==> src/rtl/img_bram_pkg.sv <==
// Shared defaults and ownership-state encoding for the image BRAM arbiter.
package img_bram_pkg;
  localparam int ADDR_W_DEF  = 17;
  localparam int DATA_W_DEF  = 24;
  localparam int STALL_CNT_W = 16;

  typedef enum logic [1:0] {
    ST_IDLE   = 2'd0,
    ST_READ   = 2'd1,
    ST_WRITE  = 2'd2,
    ST_FORCED = 2'd3
  } arb_state_e;
endpackage

==> src/rtl/img_rd_vpipe.sv <==
// Read-valid delay line: a grant reappears STAGES cycles later; sync clear drops reads in flight.
module img_rd_vpipe #(
  parameter int STAGES = 1
) (
  input  logic clk,
  input  logic rst,
  input  logic in_vld,
  output logic out_vld
);
  logic [STAGES:1] vld_pipe;

  always_ff @(posedge clk) begin
    if (rst) begin
      vld_pipe <= '0;
    end else begin
      vld_pipe[1] <= in_vld;
      for (int s = 2; s <= STAGES; s++) vld_pipe[s] <= vld_pipe[s-1];
    end
  end

  assign out_vld = vld_pipe[STAGES];
endmodule

==> src/rtl/img_bram_arb.sv <==
// Single-port image BRAM arbiter: video reader has priority over the loader.
// Define IMG_ARB_STARVE_EN to force one write through after STARVE_MAX waiting cycles.
module img_bram_arb
  import img_bram_pkg::*;
#(
  parameter int ADDR_W     = ADDR_W_DEF,
  parameter int DATA_W     = DATA_W_DEF,
  parameter int RD_LAT     = 1,
  parameter int STARVE_MAX = 16
) (
  input  logic                   clk,
  input  logic                   rst,
  input  logic                   rd_req,
  input  logic [ADDR_W-1:0]      rd_addr,
  output logic                   rd_gnt,
  output logic [DATA_W-1:0]      rd_data,
  output logic                   rd_valid,
  input  logic                   wr_req,
  input  logic [ADDR_W-1:0]      wr_addr,
  input  logic [DATA_W-1:0]      wr_data,
  output logic                   wr_gnt,
  output logic                   bram_en,
  output logic                   bram_we,
  output logic [ADDR_W-1:0]      bram_addr,
  output logic [DATA_W-1:0]      bram_din,
  input  logic [DATA_W-1:0]      bram_dout,
  output logic [STALL_CNT_W-1:0] stall_cnt
);
  if (RD_LAT < 1 || RD_LAT > 3 || STARVE_MAX < 1 || STARVE_MAX > 255) begin : g_bad_param
    $error("img_bram_arb: RD_LAT or STARVE_MAX out of range");
  end

  arb_state_e state_q, state_d;
  logic       force_wr;
  logic       pipe_vld;

`ifdef IMG_ARB_STARVE_EN
  logic [7:0] starve_cnt;

  assign force_wr = (starve_cnt == 8'(STARVE_MAX));

  always_ff @(posedge clk) begin
    if (rst || !wr_req || wr_gnt) starve_cnt <= '0;
    else if (!force_wr)           starve_cnt <= starve_cnt + 8'd1;
  end
`else
  assign force_wr = 1'b0;
`endif

  assign rd_gnt = ~rst & rd_req & ~force_wr;
  assign wr_gnt = ~rst & wr_req & (~rd_req | force_wr);

  assign bram_en   = rd_gnt | wr_gnt;
  assign bram_we   = wr_gnt;
  assign bram_addr = wr_gnt ? wr_addr : rd_addr;
  assign bram_din  = wr_data;

  img_rd_vpipe #(.STAGES(RD_LAT)) u_vpipe (
    .clk     (clk),
    .rst     (rst),
    .in_vld  (rd_gnt),
    .out_vld (pipe_vld)
  );

  // Gate with rst so a read landing in the first reset cycle is dropped too.
  assign rd_valid = pipe_vld & ~rst;
  assign rd_data  = rd_valid ? bram_dout : '0;

  always_ff @(posedge clk) begin
    if (rst)                                   stall_cnt <= '0;
    else if (wr_req && !wr_gnt && stall_cnt != '1) stall_cnt <= stall_cnt + 1'b1;
  end

  always_ff @(posedge clk) begin
    if (rst) state_q <= ST_IDLE;
    else     state_q <= state_d;
  end

  always_comb begin
    state_d = ST_IDLE;
    if (rd_gnt)      state_d = ST_READ;
    else if (wr_gnt) state_d = force_wr ? ST_FORCED : ST_WRITE;
  end

  // Ownership state is a debug/probe view; nothing downstream consumes it.
  logic unused_state;
  assign unused_state = ^state_q;
endmodule

==> config.mk <==
export PLATFORM = sky130hd
export DESIGN_NAME = img_bram_arb
export DESIGN_NICKNAME = d
export VERILOG_FILES = /design/src/rtl/img_bram_pkg.sv /design/src/rtl/img_rd_vpipe.sv /design/src/rtl/img_bram_arb.sv
export SDC_FILE = /design/constraint.sdc
export NUM_CORES = 1
export LEC_CHECK = 0
export BUFFER_PORTS_ARGS = -buffer_cell sky130_fd_sc_hd__buf_2
export CORE_ASPECT_RATIO = 0.5
export CORE_MARGIN = 2
export CORE_UTILIZATION = 36
export DETAILED_ROUTE_END_ITERATION = 6
export HOLD_SLACK_MARGIN = 0.12
export PLACE_DENSITY_LB_ADDON = 0.12
export SYNTH_ARGS = -nofsm -noshare
export SYNTH_HDL_FRONTEND = slang
export SYNTH_SLANG_ARGS = --single-unit
export TNS_END_PERCENT = 5
==> constraint.sdc <==
create_clock -name clk -period 3.6 [get_ports clk]
set_input_delay 0.54 -clock clk [delete_from_list [all_inputs] [get_ports clk]]
set_output_delay 0.54 -clock clk [all_outputs]
set_load 0.03 [all_outputs]
==> summary.txt <==
Route
  • Post-DRT Antenna Nets: 0
  • DRT iter0 DRCs: 31
  • DR WL met2: 2070 um
  • Pre-Repair DR Iteration Count: 4
  • Met1 WL: roughly 1800 um
  • Residual DRC: 0
  • Drt via density: approximately 5
  • DR vias: 1631
  • Top Layer Used: met4
  • Avg WL per Cell: about 13 um
  • WL met3: approximately 390 um
  • DRT Wirelength: around 4400 um

Logic synthesis
  • Commonest cells post-synth: 25 x buf_4, 24 x and2_1, 17 x dfxtp_1, 17 x mux2_2, 13 x a21oi_1
  • Ys Warns: 0
  • Share of the synthesized area in the top cell type: between 20 and 25%
  • Share of synthesized registers carrying an async set or reset: 0%
  • Syn_nets: 262
  • Yosys reg bits: 17
  • Post-synth EDFFs: 0
  • Area leader, netlist: dfxtp_1
  • Main flop type after synthesis: dfxtp_1
  • Sequential element share of the synthesized area: 23.2%
  • Mean Syn Cell Area: between 8 and 9 sq um
  • Post-synth cell types: 34
  • Count leader, synth: buf_4
  • Top cells by area, synth: dfxtp_1 23%, mux2_2 13%, buf_4 13%
  • Cell Area, Synth: ~1500 sq um
  • Synth Instances: around 180

Global route
  • Global route overflow: 0
  • First-pass GRT wire length: approximately 6600 um
  • Total Routing Usage GR: between 10% and 20%
  • Initial antenna violation count: 0
  • Vias in the first global route: 1440
  • Largest net degree at the start of global routing: 26

Placed design
  • IO Port Bufs: 123
  • Routability congestion estimate: approximately 0.75
  • DP Wirelength: 3490 um
  • Cell Count Post-Placement: between 300 and 400

Cells and area
  • Nets: 360
  • # fillers: about 400
  • ANT cells: 0
  • Multi-input gate area: between 900 and 1000 sq um
  • Layout Cells excl Fill: 326
  • Layout area overhead: 36.2%
  • Ratio of cells with drive above 1 in the final layout: a little under three fifths
  • Sequential cell area: 340 sq um

Critical path
  • Worst setup SP type: input pin
  • CP required: between 3 and 4 ns
  • Reg-to-reg startpoint: stall_cnt[0]
  • Worst-path maximum fanout: 23
  • Worst setup EP type: output pin
  • WS Path Type: in -> out
  • Worst Path Arrival: 1.81 ns
  • Beginning of the critical path: rst

STA
  • Final hold viol count: 0
  • Setup TNS Final: 0 ns
  • Hold slack: between 0.5 and 0.6 ns
  • Final setup violation count: 0
  • Final Max Slew Viols: 0
  • Fmax: approximately 420 MHz
  • Rel. slew slack: about 68%
  • Final min period: between 2 and 2.5 ns
  • Fin crit share: 65.4%
  • Least-Margin Pin Slew: between 0.4 and 0.5 ns
  • RSZ-0062 raised after global routing: false
  • Final Skew: between 0.001 and 0.0015 ns

Pwr
  • Total power: between 0.4 and 0.5 mW
  • NetSw: 0.152 mW
  • PwrDens: around 240 nW/um^2
  • Sequential share of power: between 30% and 40%
  • Combinational share of power: a little under a third
  • Internal power: roughly 0.33 mW
  • Clock share of power: a little under a third
  • Leak pwr: around 1 nW
  • Peak supply drop: 0.000122 V
  • Net Sw Frac: between 30% and 40%

Job
  • MaxCap Viol Count: 0

Floorplan
  • Core Area: slightly below 4000 sq um
  • Site row count: 16
  • Die Span X: between 90 and 100 um
  • I/O pin cnt: 172
  • Die area: around 4600 sq um
  • Initial Util: roughly 38%
  • Die Span Y: between 40 and 50 um

Clocking
  • CTS tree: built
  • Num CTS Buffers: 3
  • Max Root-Sink Buffers: 2
  • Sink Count: 17
  • Clk_lat worst skew: 0.25 ns
  • Post-CTS Resized: 0
  • Post-CTS Hold Buffers: 0
  • CTS Root Cell: clkbuf_8
  • H-tree depth: 1
  • Postcts setup bufs: 0
  • Clock-pin slew on the worst setup and hold paths: about 0.060 ns

Hold path
  • Min-delay worst type: reg -> reg
  • Worst hold start: stall_cnt[1]

Outcome
  • Outcome: finished clean
==> per-layer routing <==
layer  vias up  GRT usage (%)
met2        72           30.2
li1        805              -
met3        12           3.71
met1       742           21.6
met4         0           5.80
met5         -              0
==> critical path: stages <==
cell	delay [ns]
buf_2	0.23
nor3b_2	0.22
buf_4	0.28
mux2_2	0.36
buf_2	0.17
==> final cells by class <==
type / count / area share, %
Inverter: 3 / 0.564
Clock buffer: 4 / 2.26
Tap cell: 54 / 3.39
Timing Repair Buffer: 125 / 31.6
Sequential cell: 17 / 17.1
Multi-Input combinational cell: 123 / 45.1
==> power by group through the flow <==
stage,sequential (mW),combinational [mW],clock [mW]
after floorplan,0.199,0.135,0
after global placement,0.196,0.145,0
after detailed placement,0.196,0.146,0
after CTS,0.192,0.146,0.150
after global routing,0.192,0.156,0.160
final,0.192,0.145,0.144
==> state kept, by name, indices dropped and copies added (netlist names) <==
signal,cells
stall_cnt,16
u_vpipe.out_vld,1
==> layout by cell type, fill, tap and decap left out, types with 2 or more instances in the layout <==
cell,instances
nand4_1,4
nand3_1,6
nand2b_1,2
or3_1,4
buf_2,123
clkbuf_8,3
and2_1,24
and4_1,2
nor2_1,3
nand2_1,4
o21ai_0,3
o31ai_1,10
or4_1,9
dfxtp_1,17
nand4_2,3
a21oi_1,13
buf_4,2
nor3_1,2
inv_1,3
mux2_2,17
nor2b_1,4
==> cells by family (layout without fill, tap and decap cells) <==
logic type | after synthesis | count (layout) | share of synthesized area [%]
compound gates | 29 | 29 | 12.0
fa+ha+maj | 1 | 1 | 0.854
buf+inv | 35 | 132 | 15.6
flops | 17 | 17 | 23.2
mux | 19 | 19 | 14.5
simple gates | 74 | 74 | 33.7
==> through the flow <==
stage / setup WS [ns] / cell area [sq um] / utilization [%]
final: 1.25 / 2000 / 51.1
after global routing: 1.17 / 2000 / 51.1
after CTS: 1.23 / 2000 / 51.1
after detailed placement: 1.22 / 1950 / 50.0
after global placement: 1.27 / 1950 / 50.0
after floorplan: 1.36 / 1470 / -
==> worst paths after layout <==
kind	to	slack, ns	cells past startpoint
worst max register to register	stall_cnt[14]	1.66	4
worst min register to register	stall_cnt[1]	0.52	2
worst min-delay path	stall_cnt[1]	0.52	2
worst max-delay path	bram_addr[0]	1.25	5
No activity file was read; power rests on OpenSTA's default activity.
